[src/rtl/statetype_package.sv]
`default_nettype none
// ============================================================================
// Module      : statetype_package
// Description : Shared state encodings and constants for the keypad slice:
//               row-scanner states, key-event controller states, debounce
//               default and one-hot helper functions.
// Revision    : 1.0 - initial release
// ============================================================================
package statetype_package;

    // Debounce window in clk cycles used when the controller is not overridden
    localparam int DB_CYCLES_DEFAULT = 20000;

    // Row scanner states
    typedef enum logic [1:0] {
        SCAN_IDLE   = 2'd0,
        SCAN_DRIVE  = 2'd1,
        SCAN_SETTLE = 2'd2,
        SCAN_SAMPLE = 2'd3
    } scan_state_t;

    // Key-event controller states
    typedef enum logic [2:0] {
        IDLE       = 3'd0,
        PRESS_DB   = 3'd1,
        CAPTURE    = 3'd2,
        HELD       = 3'd3,
        RELEASE_DB = 3'd4
    } kec_state_t;

    // True when exactly one of the four bits is set
    function automatic logic is_onehot4(input logic [3:0] v);
        return (v != 4'b0000) && ((v & (v - 4'b0001)) == 4'b0000);
    endfunction

    // Index of the set bit of a one-hot nibble (highest set bit wins)
    function automatic logic [1:0] onehot4_to_idx(input logic [3:0] v);
        logic [1:0] idx;
        idx = 2'd0;
        for (int i = 0; i < 4; i++) begin
            if (v[i]) begin
                idx = 2'(i);
            end
        end
        return idx;
    endfunction

endpackage : statetype_package
`default_nettype wire

[src/rtl/keypad_decoder.sv]
`default_nettype none
// ============================================================================
// Module      : keypad_decoder
// Description : Combinational translation of a one-hot row/column pair into
//               the hex code printed on the 4x4 keypad.
// Revision    : 1.0 - initial release
// ============================================================================
module keypad_decoder
    import statetype_package::*;
(
    input  logic [3:0] row,
    input  logic [3:0] col,
    output logic [3:0] code
);

    logic [1:0] w_row_idx;
    logic [1:0] w_col_idx;

    assign w_row_idx = onehot4_to_idx(row);
    assign w_col_idx = onehot4_to_idx(col);

    // Keypad legend lookup indexed by {row, column}
    always_comb begin
        code = 4'h0;
        case ({w_row_idx, w_col_idx})
            4'b00_00: code = 4'h1;
            4'b00_01: code = 4'h2;
            4'b00_10: code = 4'h3;
            4'b00_11: code = 4'hA;
            4'b01_00: code = 4'h4;
            4'b01_01: code = 4'h5;
            4'b01_10: code = 4'h6;
            4'b01_11: code = 4'hB;
            4'b10_00: code = 4'h7;
            4'b10_01: code = 4'h8;
            4'b10_10: code = 4'h9;
            4'b10_11: code = 4'hC;
            4'b11_00: code = 4'hE;
            4'b11_01: code = 4'h0;
            4'b11_10: code = 4'hF;
            4'b11_11: code = 4'hD;
            default:  code = 4'h0;
        endcase
    end

endmodule : keypad_decoder
`default_nettype wire

[src/rtl/key_event_controller.sv]
`default_nettype none
// ============================================================================
// Module      : key_event_controller
// Description : Synchronizes keypad columns, debounces a single key press and
//               release, and publishes the last two accepted hex codes with a
//               one-cycle acceptance pulse.
// Revision    : 1.0 - initial release
// ============================================================================
module key_event_controller
    import statetype_package::*;
#(
    parameter int DB_CYCLES = DB_CYCLES_DEFAULT
) (
    input  logic       clk,
    input  logic       reset,
    input  logic [3:0] cols_raw,
    input  logic [3:0] rows,
    input  logic       change,
    output logic [3:0] cols_sync,
    output logic [3:0] digit_new,
    output logic [3:0] digit_old,
    output logic       key_valid,
    output logic       busy
);

    localparam int                 c_CNT_W   = $clog2(DB_CYCLES + 1);
    localparam logic [c_CNT_W-1:0] c_DB_LAST = c_CNT_W'(DB_CYCLES - 1);
    localparam logic [c_CNT_W-1:0] c_CNT_MAX = '1;

    logic [3:0]         r_sync1;
    kec_state_t         r_state;
    logic [c_CNT_W-1:0] r_cnt;
    logic [3:0]         r_row_l;
    logic [3:0]         r_col_l;

    logic               w_sel;
    logic [c_CNT_W-1:0] w_cnt_inc;
    logic [3:0]         w_code;

    // Level of the synchronized column belonging to the latched key
    assign w_sel = |(cols_sync & r_col_l);

    // Debounce counter advance; holds at all-ones instead of wrapping
    assign w_cnt_inc = (r_cnt == c_CNT_MAX) ? r_cnt : r_cnt + 1'b1;

    keypad_decoder u_decoder (
        .row  (r_row_l),
        .col  (r_col_l),
        .code (w_code)
    );

    // Two-flop synchronizer on the asynchronous keypad columns
    always_ff @(posedge clk or posedge reset) begin
        if (reset) begin
            r_sync1   <= 4'b0000;
            cols_sync <= 4'b0000;
        end else begin
            r_sync1   <= cols_raw;
            cols_sync <= r_sync1;
        end
    end

    // Press/release debounce FSM; busy and key_valid are set together with
    // the state they describe so both stay registered
    always_ff @(posedge clk or posedge reset) begin
        if (reset) begin
            r_state   <= IDLE;
            r_cnt     <= '0;
            r_row_l   <= 4'b0000;
            r_col_l   <= 4'b0000;
            digit_new <= 4'h0;
            digit_old <= 4'h0;
            key_valid <= 1'b0;
            busy      <= 1'b0;
        end else begin
            key_valid <= 1'b0;
            case (r_state)
                IDLE: begin
                    if (change) begin
                        r_row_l <= rows;
                        r_col_l <= cols_sync;
                        r_cnt   <= '0;
                        // Several keys at once are ambiguous: stay idle
                        if (is_onehot4(rows) && is_onehot4(cols_sync)) begin
                            r_state <= PRESS_DB;
                            busy    <= 1'b1;
                        end
                    end
                end
                PRESS_DB: begin
                    if (w_sel) begin
                        if (r_cnt == c_DB_LAST) begin
                            r_state   <= CAPTURE;
                            r_cnt     <= '0;
                            key_valid <= 1'b1;
                        end else begin
                            r_cnt <= w_cnt_inc;
                        end
                    end else begin
                        r_state <= IDLE;
                        r_cnt   <= '0;
                        busy    <= 1'b0;
                    end
                end
                CAPTURE: begin
                    digit_old <= digit_new;
                    digit_new <= w_code;
                    r_state   <= HELD;
                    r_cnt     <= '0;
                end
                HELD: begin
                    // A held key waits here for release and never re-fires
                    if (!w_sel) begin
                        r_state <= RELEASE_DB;
                        r_cnt   <= '0;
                    end
                end
                RELEASE_DB: begin
                    if (!w_sel) begin
                        if (r_cnt == c_DB_LAST) begin
                            r_state <= IDLE;
                            r_cnt   <= '0;
                            busy    <= 1'b0;
                        end else begin
                            r_cnt <= w_cnt_inc;
                        end
                    end else begin
                        r_state <= HELD;
                        r_cnt   <= '0;
                    end
                end
                default: begin
                    r_state <= IDLE;
                    r_cnt   <= '0;
                    busy    <= 1'b0;
                end
            endcase
        end
    end

endmodule : key_event_controller
`default_nettype wire

[config.mk]
export PLATFORM = sky130hd
export DESIGN_NAME = key_event_controller
export DESIGN_NICKNAME = d
export VERILOG_FILES = /design/src/rtl/statetype_package.sv /design/src/rtl/keypad_decoder.sv /design/src/rtl/key_event_controller.sv
export SDC_FILE = /design/constraint.sdc
export NUM_CORES = 1
export LEC_CHECK = 0
export ABC_AREA = 1
export CORE_MARGIN = 8
export CORE_UTILIZATION = 34
export DETAILED_ROUTE_END_ITERATION = 12
export GPL_TIMING_DRIVEN = 1
export SLEW_MARGIN = 20
export SYNTH_ARGS = -nofsm -noshare
export SYNTH_HDL_FRONTEND = slang
export SYNTH_SLANG_ARGS = --single-unit
[constraint.sdc]
create_clock -name clk -period 2.81 [get_ports clk]
set_input_delay 0.4215 -clock clk [delete_from_list [all_inputs] [get_ports clk]]
set_output_delay 0.4215 -clock clk [all_outputs]
set_load 0.05 [all_outputs]
==> results of run 1 <==
## flip-flops by register name (all words and copies together), names as in the netlist, 3 cells and up
signal / count
cols_sync: 4
digit_new: 4
digit_old: 4
r_cnt: 15
r_col_l: 4
r_row_l: 3
r_state: 3
r_sync1: 4
## synth_stat cells, types with 2 or more instances
| library cell | instances | share of area |
|---|---|---|
| inv_1 | 40 | 0.060 |
| a21oi_1 | 7 | 0.014 |
| dfrtp_1 | 43 | 0.43 |
| ha_1 | 6 | 0.030 |
| buf_2 | 2 | 0.0040 |
| o21ai_0 | 14 | 0.028 |
| buf_6 | 2 | 0.0090 |
| nand2_1 | 101 | 0.15 |
| nor2_2 | 5 | 0.013 |
| mux2_2 | 2 | 0.0090 |
| o211ai_1 | 2 | 0.0060 |
| o21bai_1 | 2 | 0.0060 |
| nand2_2 | 6 | 0.015 |
| inv_2 | 7 | 0.011 |
| a31oi_1 | 2 | 0.0050 |
| nor2_1 | 53 | 0.080 |
| nand3_1 | 20 | 0.040 |
| nor3_1 | 3 | 0.0060 |
| a22oi_1 | 2 | 0.0060 |
| nand4_1 | 6 | 0.015 |
| o21ai_1 | 2 | 0.0040 |
| xor2_1 | 2 | 0.0070 |
## area by class of cell
type	count	area [um2]
Clock buffer	5	68.8
Clock inverter	2	37.5
Fill cell	750	4230
Inverter	47	176
Multi-Input combinational cell	246	1210
Sequential cell	43	1080
Tap cell	99	124
Timing Repair Buffer	26	255
## how the worst max path moves through the flow
stage | from | to | cells after the start
floorplan | cols_sync[0] | r_cnt[9] | 10
detailed placement | change | r_cnt[11] | 8
global route | cols_sync[0] | cols_sync[0] | 1
finish | cols_sync[1] | cols_sync[1] | 1
CTS | cols_sync[1] | cols_sync[1] | 1
global placement | change | r_cnt[11] | 8
## power by group through the flow
stage | registers [W] | logic (W) | clock network (W)
detailed placement | 0.000642 | 0.0000593 | 0
global placement | 0.000641 | 0.0000586 | 0
CTS | 0.000629 | 0.0000593 | 0.000502
global route | 0.000630 | 0.0000640 | 0.000518
finish | 0.000629 | 0.0000572 | 0.000476
floorplan | 0.000651 | 0.0000186 | 0
## logic make-up after synthesis
logic type      count (synthesis)  share of synthesized area
xor+xnor                        2                    0.00701
compound gates                 35                     0.0846
mux                             2                    0.00901
buf+inv                        52                     0.0866
fa+ha+maj                       6                     0.0300
simple gates                  201                      0.352
flops                          43                      0.430
## layer usage
| metal | GRT usage | share of wire | vias to the layer above |
|---|---|---|---|
| met1 | 0.132 | 0.48 | 956 |
| met3 | 0.0254 | 0.033 | 7 |
| met2 | 0.184 | 0.46 | 28 |
| met5 | 0 | 0 | - |
| li1 | - | - | 1117 |
| met4 | 0.0584 | 0.022 | 0 |
## metrics by stage
| stage | cells | util | worst slack [ns] |
|---|---|---|---|
| global placement | 461 | 0.396 | 0.931 |
| detailed placement | 461 | 0.396 | 0.906 |
| global route | 468 | 0.410 | 0.740 |
| floorplan | 341 | - | 1.19 |
| finish | 468 | 0.410 | 0.799 |
| CTS | 468 | 0.410 | 0.783 |
==> flow_summary_export.csv, run 1 <==
group,metric,value,unit
synthesis,synthCells,341,
die,start_util,0.348,
timing,final_max_slew_viol_count,0,
worst_setup_path,end_kind,"primary output",
synthesis,seq_area_frac_synth,0.430,
worst_setup_path,crit_path_top_delay_cell,"clkdlybuf4s50_1",
cts,cts_tree,"yes",
timing,tightestPinTransition,0.521,ns
timing,finalSetupTns,0,ns
power_and_ir_drop,clock_power_share,0.409,
synthesis,ys_types,34,
layout,final_common_cell,"nand2_1",
worst_setup_path,cp_num_buf_inv,1,
power_and_ir_drop,leakage,1.52,nW
power_and_ir_drop,power_frac_seq,0.541,
worst_setup_path,r2r_start,"r_cnt[0]",
global_routing,grt_overflow,0,
worst_setup_path,worstSetupPathType,"register to primary output",
placement,dpl-instance-area,0.00284,mm2
worst_setup_path,r2r_end,"r_cnt[11]",
layout,diodes,0,
global_routing,grt_pass1_vias,2017,
timing,slew_headroom,0.651,
worst_setup_path,cpLargestDelayFamily,"buffers and inverters",
timing,min_period_over_period,0.716,
cts,cts_root_buf,"clkbuf_8",
power_and_ir_drop,power.internal,0.000907,W
cts,cts.repair.resized,0,
worst_setup_path,r2r_slack,1.09,ns
cts,clk_latency,0.30,ns
worst_setup_path,worstRegToRegCells,9,
timing,hold_slack,0.356,ns
synthesis,ys_seq_elements,43,
hold_path,hold_path_class,"register to register",
worst_setup_path,cp_slowest_stage_delay,0.84,ns
timing,finalHoldViolCount,0,
timing,skew,0.0105,ns
global_routing,grt_pass1_wl,9090,um
timing,final-setup-viol-count,0,
layout,drive_gt1_frac,0.100,
worst_setup_path,critPathMaxFanout,6,
die,io_pins,25,
power_and_ir_drop,power.total,0.00116,W
worst_setup_path,path_cells,"clkdlybuf4s50_1",
detailed_routing,dr.pass1.iters,4,
synthesis,async_flop_share,1.00,
synthesis,ys.flop_type,"dfrtp_1",
die,die_area,0.0104,mm2
detailed_routing,drtIter0Drc,89,
synthesis,yosysWarnings,0,
cts,htreeDepth,2,
power_and_ir_drop,vdd_drop_max,0.188,mV
power_and_ir_drop,combPwrFrac,0.049,
detailed_routing,vias,2108,
detailed_routing,wl,5260,um
worst_setup_path,cp_data_required_time,2.39,ns
hold_path,hp-start,"r_sync1[2]",
cts,post-cts-setup-buffers,0,
layout,areaGrowthSynthToFinish,17.8,%
worst_setup_path,arrival,1.59,ns
die,core,0.00718,mm2
global_routing,grt_use_total,0.112,
job,cap_violations,0,
layout,fin_area,0.00295,mm2
cts,cts_inserted_buffers,5,
placement,gp_congestion,0.888,
timing,min_period,2.01,ns
synthesis,syn_avg_cell_area,7.33,um2
synthesis,syn_nets,358,
timing,grt_setup_unrepaired,"false",
outcome,status,"completed",
cts,clk_path_buf_depth,2,
timing,max_freq,0.497,GHz
global_routing,antenna_found_initial,0,
placement,io_buffers,24,
power_and_ir_drop,p_switching,0.000255,W
detailed_routing,wire_per_inst,11.2,um
detailed_routing,drc,0,
layout,mostFrequentLayoutCells,"nand2_1 (101), nor2_1 (53), dfrtp_1 (43)",
worst_setup_path,startpoint_type,"register",
placement,dp_hpwl,4070,um
cts,cts_sinks,43,
cts,clk_pin_slew,0.08,ns
power_and_ir_drop,swShare,0.219,
hold_path,hold_depth,0,
die,die_w,102,um
synthesis,synth_edf_count,0,
detailed_routing,postRouteAntennaNets,0,
synthesis,netlist_area,0.00250,mm2
global_routing,grt_max_degree,19,
die,fp.dieH,102,um
layout,fin_nets,386,
detailed_routing,vias_per_cell,4.50,
hold_path,whs_endpoint,"cols_sync[2]",
die,row_count,31,
cts,postCtsHoldBufs,0,
power_and_ir_drop,power_density,394,mW/mm2
Power figures use the tool's default switching activity.
==> inputs of run 2 (changes only) <==
clock period = 1.7 ns   (was 2.81 ns; I/O delays follow)
==> flow_summary_export.csv, run 2 (synthesis results as in run 1) <==
group,metric,value,unit
worst_setup_path,r2r_start,"r_cnt[0]",
layout,fin_nets,398,
timing,hold_slack,0.285,ns
detailed_routing,topRoutingLayerUsed,"met4",
worst_setup_path,arrival,1.76,ns
cts,postCtsHoldBufs,0,
detailed_routing,drtIter0Drc,119,
timing,final-setup-viol-count,0,
layout,drive_gt1_frac,0.168,
timing,min_period_over_period,0.927,
cts,post-cts-setup-buffers,0,
global_routing,grt_max_degree,44,
timing,slew_headroom,0.784,
detailed_routing,wl,5360,um
timing,finalHoldViolCount,0,
cts,cts_root_buf,"clkbuf_8",
power_and_ir_drop,power_density,638,mW/mm2
worst_setup_path,critPathMaxFanout,4,
global_routing,grt_pass1_wl,9280,um
layout,instances_no_fill,480,
cts,clk_latency,0.30,ns
placement,io_buffers,24,
cts,htreeDepth,2,
die,die_area,0.0104,mm2
cts,clk_path_buf_depth,2,
layout,post-route-util,0.421,
detailed_routing,wire_per_inst,11.2,um
worst_setup_path,crit_path_top_delay_cell,"dfrtp_1",
worst_setup_path,path_cells,"ha_1, nand3_2, inv_2, nand2_1, nor2_1, nand2_1, nand2_2, buf_4, o21bai_1, nand2_1",
placement,dp_hpwl,4090,um
die,row_count,31,
worst_setup_path,cp_slowest_stage_delay,0.39,ns
worst_setup_path,end_kind,"register",
worst_setup_path,cp_data_required_time,1.89,ns
die,fp.dieH,102,um
job,cap_violations,0,
layout,diodes,0,
power_and_ir_drop,leakage,1.61,nW
detailed_routing,vias,2200,
timing,final_max_slew_viol_count,0,
global_routing,grt_use_total,0.113,
die,die_w,102,um
layout,areaGrowthSynthToFinish,20.9,%
layout,largest_reg_flops,15,
detailed_routing,drc,0,
cts,cts_sinks,43,
layout,mostFrequentLayoutCells,"nand2_1 (101), nor2_1 (53), dfrtp_1 (43)",
layout,largest-register,"r_cnt",
global_routing,antenna_found_initial,0,
layout,seq_area,0.00108,mm2
detailed_routing,postRouteAntennaNets,0,
power_and_ir_drop,vdd_drop_max,0.348,mV
worst_setup_path,r2r_slack,0.12,ns
timing,finalSetupTns,0,ns
detailed_routing,dr.pass1.iters,4,
worst_setup_path,r2r_end,"r_cnt[13]",
timing,layout_setup_ws,0.124,ns
timing,grt_setup_unrepaired,"false",
outcome,status,"completed",
detailed_routing,wl_met3,216,um
detailed_routing,dr_wl_met2,2450,um
die,start_util,0.348,
timing,min_period,1.58,ns
cts,cts_tree,"yes",
worst_setup_path,worstSetupPathType,"register to register",
worst_setup_path,worstSetupStartpoint,"r_cnt[0]",
worst_setup_path,startpoint_type,"register",
die,io_pins,25,
worst_setup_path,cpMostUsedCell,"nand2_1",
detailed_routing,vias_per_cell,4.58,
layout,final_common_cell,"nand2_1",
cts,cts_inserted_buffers,5,
global_routing,grt_overflow,0,
die,core,0.00718,mm2
worst_setup_path,worstRegToRegCells,10,
timing,max_freq,0.634,GHz
layout,multi_input_area,0.00122,mm2
timing,skew,0.00676,ns
cts,clk_pin_slew,0.08,ns
detailed_routing,met1_length,2590,um
timing,tightestPinTransition,0.323,ns
global_routing,grt_pass1_vias,2055,
worst_setup_path,crit_end,"r_cnt[13]",
placement,dp_slack,0.104,ns
layout,fillers,727,
placement,gp_congestion,0.815,
hold_path,hold_path_class,"input port to async pin",
placement,placedCellCount,473,
[run 2: changes by cell type in the layout (fill, tap and decap cells not counted)]
cell,delta
buf_12,+1
buf_4,+25
clkdlybuf4s50_1,-14
inv_1,-1
inv_2,+1
nand2_2,-1
nand2_4,+1
nor2_2,-1
nor2_4,+1
[run 2: critical path, delay by kind of cell, from the launching register on]
kind,cells,cell delay (ns)
and+or+nand+nor,6,0.53
DFF,1,0.39
adders and majority gates,1,0.23
buffers and inverters,2,0.22
AOI/OAI and AO/OA,1,0.11
[run 2: repair_timing]
action,CTS,global route
endpoints found under the setup margin,0,12
endpoints found under the hold margin,0,0
resized for setup,0,3
[run 2: worst min-delay path by stage]
| stage | from | to | slack, ns | depth (start not counted) |
|---|---|---|---|---|
| after floorplan | cols_raw[0] | r_sync1[0] | 0.29 | 0 |
| after global placement | r_sync1[0] | cols_sync[0] | 0.33 | 0 |
| after detailed placement | r_sync1[1] | cols_sync[1] | 0.34 | 0 |
| after CTS | reset | busy | 0.29 | 3 |
| after global routing | reset | r_sync1[1] | 0.32 | 3 |
| final | reset | r_sync1[0] | 0.28 | 3 |
[run 2: area by class of cell]
type | instances | share of cell area
clock buffer | 5 | 0.0228
clock inverter | 2 | 0.0124
inverter | 47 | 0.0584
multi-input combinational | 246 | 0.403
sequential | 43 | 0.356
tap | 99 | 0.0410
timing repair buffer | 38 | 0.107
[run 2: stage by stage]
stage	area [um2]	power, W
final	3020	0.00193
after global routing	3020	0.00200
after CTS	3010	0.00196
after detailed placement	2910	0.00116
after global placement	2910	0.00116
after floorplan	2500	0.00111
[run 2: metal layers]
layer	vias to the layer above	global-route usage
met5	-	0
met4	0	0.0550
met3	7	0.0227
met2	43	0.175
met1	1007	0.147
li1	1143	-
[run 2: where the power goes]
part | switching (W) | total [W] | internal, W
Sequential | 0.00000674 | 0.00104 | 0.00103
Combinational | 0.0000576 | 0.0000975 | 0.0000398
Clock | 0.000363 | 0.000793 | 0.000430
==> inputs of run 3 (changes only) <==
CORE_UTILIZATION = 51   (was 34)
PLACE_DENSITY = 0.75   (was not set)
==> flow_summary_export.csv, run 3 (synthesis results as in run 1) <==
group,metric,value,unit
cts,postCtsHoldBufs,0,
layout,largest_reg_flops,15,
detailed_routing,dr.pass1.iters,4,
detailed_routing,drc,0,
layout,largest-register,"r_cnt",
die,start_util,0.529,
hold_path,hold_path_class,"input port to async pin",
cts,cts_tree,"yes",
layout,drive_gt1_frac,0.171,
layout,fillers,422,
global_routing,grt_pass1_wl,9040,um
layout,fin_nets,397,
cts,htreeDepth,2,
worst_setup_path,worstRegToRegCells,9,
layout,diodes,0,
worst_setup_path,worstSetupPathType,"register to register",
detailed_routing,vias,2232,
outcome,status,"completed",
placement,placedCellCount,439,
layout,final_common_cell,"nand2_1",
worst_setup_path,arrival,1.75,ns
cts,cts_sinks,43,
die,row_count,25,
timing,slew_headroom,0.783,
cts,cts_inserted_buffers,5,
power_and_ir_drop,power_density,687,mW/mm2
worst_setup_path,r2r_slack,0.15,ns
die,die_area,0.00740,mm2
job,cap_violations,0,
detailed_routing,wire_per_inst,11.6,um
cts,cts_root_buf,"clkbuf_8",
timing,tightestPinTransition,0.325,ns
die,io_pins,25,
timing,min_period,1.55,ns
detailed_routing,postRouteAntennaNets,0,
timing,min_period_over_period,0.913,
layout,post-route-util,0.641,
global_routing,grt_max_degree,44,
layout,areaGrowthSynthToFinish,21.1,%
timing,skew,0.00400,ns
global_routing,grt_pass1_vias,2063,
detailed_routing,vias_per_cell,4.98,
global_routing,grt_use_total,0.151,
layout,instances_no_fill,448,
detailed_routing,wl,5210,um
worst_setup_path,end_kind,"register",
power_and_ir_drop,vdd_drop_max,0.374,mV
die,fp.dieH,86.0,um
worst_setup_path,startpoint_type,"register",
worst_setup_path,critPathMaxFanout,11,
worst_setup_path,cp_slowest_stage_delay,0.39,ns
layout,mostFrequentLayoutCells,"nand2_1 (101), nor2_1 (52), dfrtp_1 (43)",
placement,dp_hpwl,3910,um
power_and_ir_drop,leakage,1.62,nW
timing,final-setup-viol-count,0,
detailed_routing,drtIter0Drc,156,
worst_setup_path,cp_data_required_time,1.90,ns
timing,max_freq,0.644,GHz
timing,finalHoldViolCount,0,
placement,gp_congestion,0.979,
placement,io_buffers,24,
timing,final_max_slew_viol_count,0,
cts,clk_path_buf_depth,2,
cts,clk_latency,0.30,ns
global_routing,antenna_found_initial,0,
die,die_w,86.0,um
cts,clk_pin_slew,0.08,ns
worst_setup_path,path_cells,"ha_2, nand3_4, inv_2, nand2_1, nor2_4, nor2_2, buf_4, a21oi_1, nor2_1",
worst_setup_path,crit_path_top_delay_cell,"dfrtp_1",
global_routing,grt_overflow,0,
die,core,0.00472,mm2
timing,finalSetupTns,0,ns
==> run 3: path summary, 6_finish.rpt <==
check                                to       start
max in group asynchronous    r_col_l[2]       reset
hold reg to reg            cols_sync[1]  r_sync1[1]
setup reg to reg               r_cnt[9]    r_cnt[1]
min in group clk           cols_sync[1]  r_sync1[1]
hold / removal                r_cnt[12]       reset
setup / recovery               r_cnt[9]    r_cnt[1]
==> run 3: layer usage <==
metal	global-route usage	routed length, um
met5	0	0
met4	0.0573	63
met3	0.0296	332
met2	0.246	2460
met1	0.191	2350
==> run 3: power by group <==
group          switching [W]  leakage, nW  internal [W]  total, W
Combinational      0.0000598        0.994     0.0000429  0.000103
Sequential        0.00000444        0.562       0.00103   0.00104
Clock               0.000353       0.0654      0.000587  0.000940
Total               0.000417         1.62       0.00166   0.00208
==> run 3: area by class of cell <==
cell class | count | area [um2] | area share
clock buffer | 6 | 72.6 | 0.0240
multi-input combinational | 246 | 1230 | 0.406
timing repair buffer | 37 | 328 | 0.108
inverter | 47 | 176 | 0.0583
clock inverter | 2 | 60.1 | 0.0198
sequential | 43 | 1080 | 0.356
tap | 67 | 83.8 | 0.0277
==> run 3: repair_timing <==
action                                 4_1_cts  5_1_grt
buffers inserted                             0        1
gates resized for setup                      0        6
endpoints found under the hold margin        0        0
setup endpoints to repair                    0       16
==> run 3: worst max-delay path: cells and delay by family, from the launching register on <==
kind / cells / cell delay [ns]
AO/OA/AOI/OAI: 1 / 0.13
flip-flops: 1 / 0.39
AND/OR/NAND/NOR: 5 / 0.46
buffers and inverters: 2 / 0.23
adder cells (fa/ha/maj): 1 / 0.23
==> run 3: stage by stage <==
stage	area, um2	power, W	hold WS, ns	setup slack, ns
2_1_floorplan	2500	0.00111	0.286	0.0789
4_1_cts	3000	0.00211	0.300	0.0788
3_5_place_dp	2860	0.00116	0.335	0.0905
6_report	3030	0.00208	0.292	0.148
5_1_grt	3030	0.00214	0.326	-0.00335
3_3_place_gp	2860	0.00116	0.332	0.124
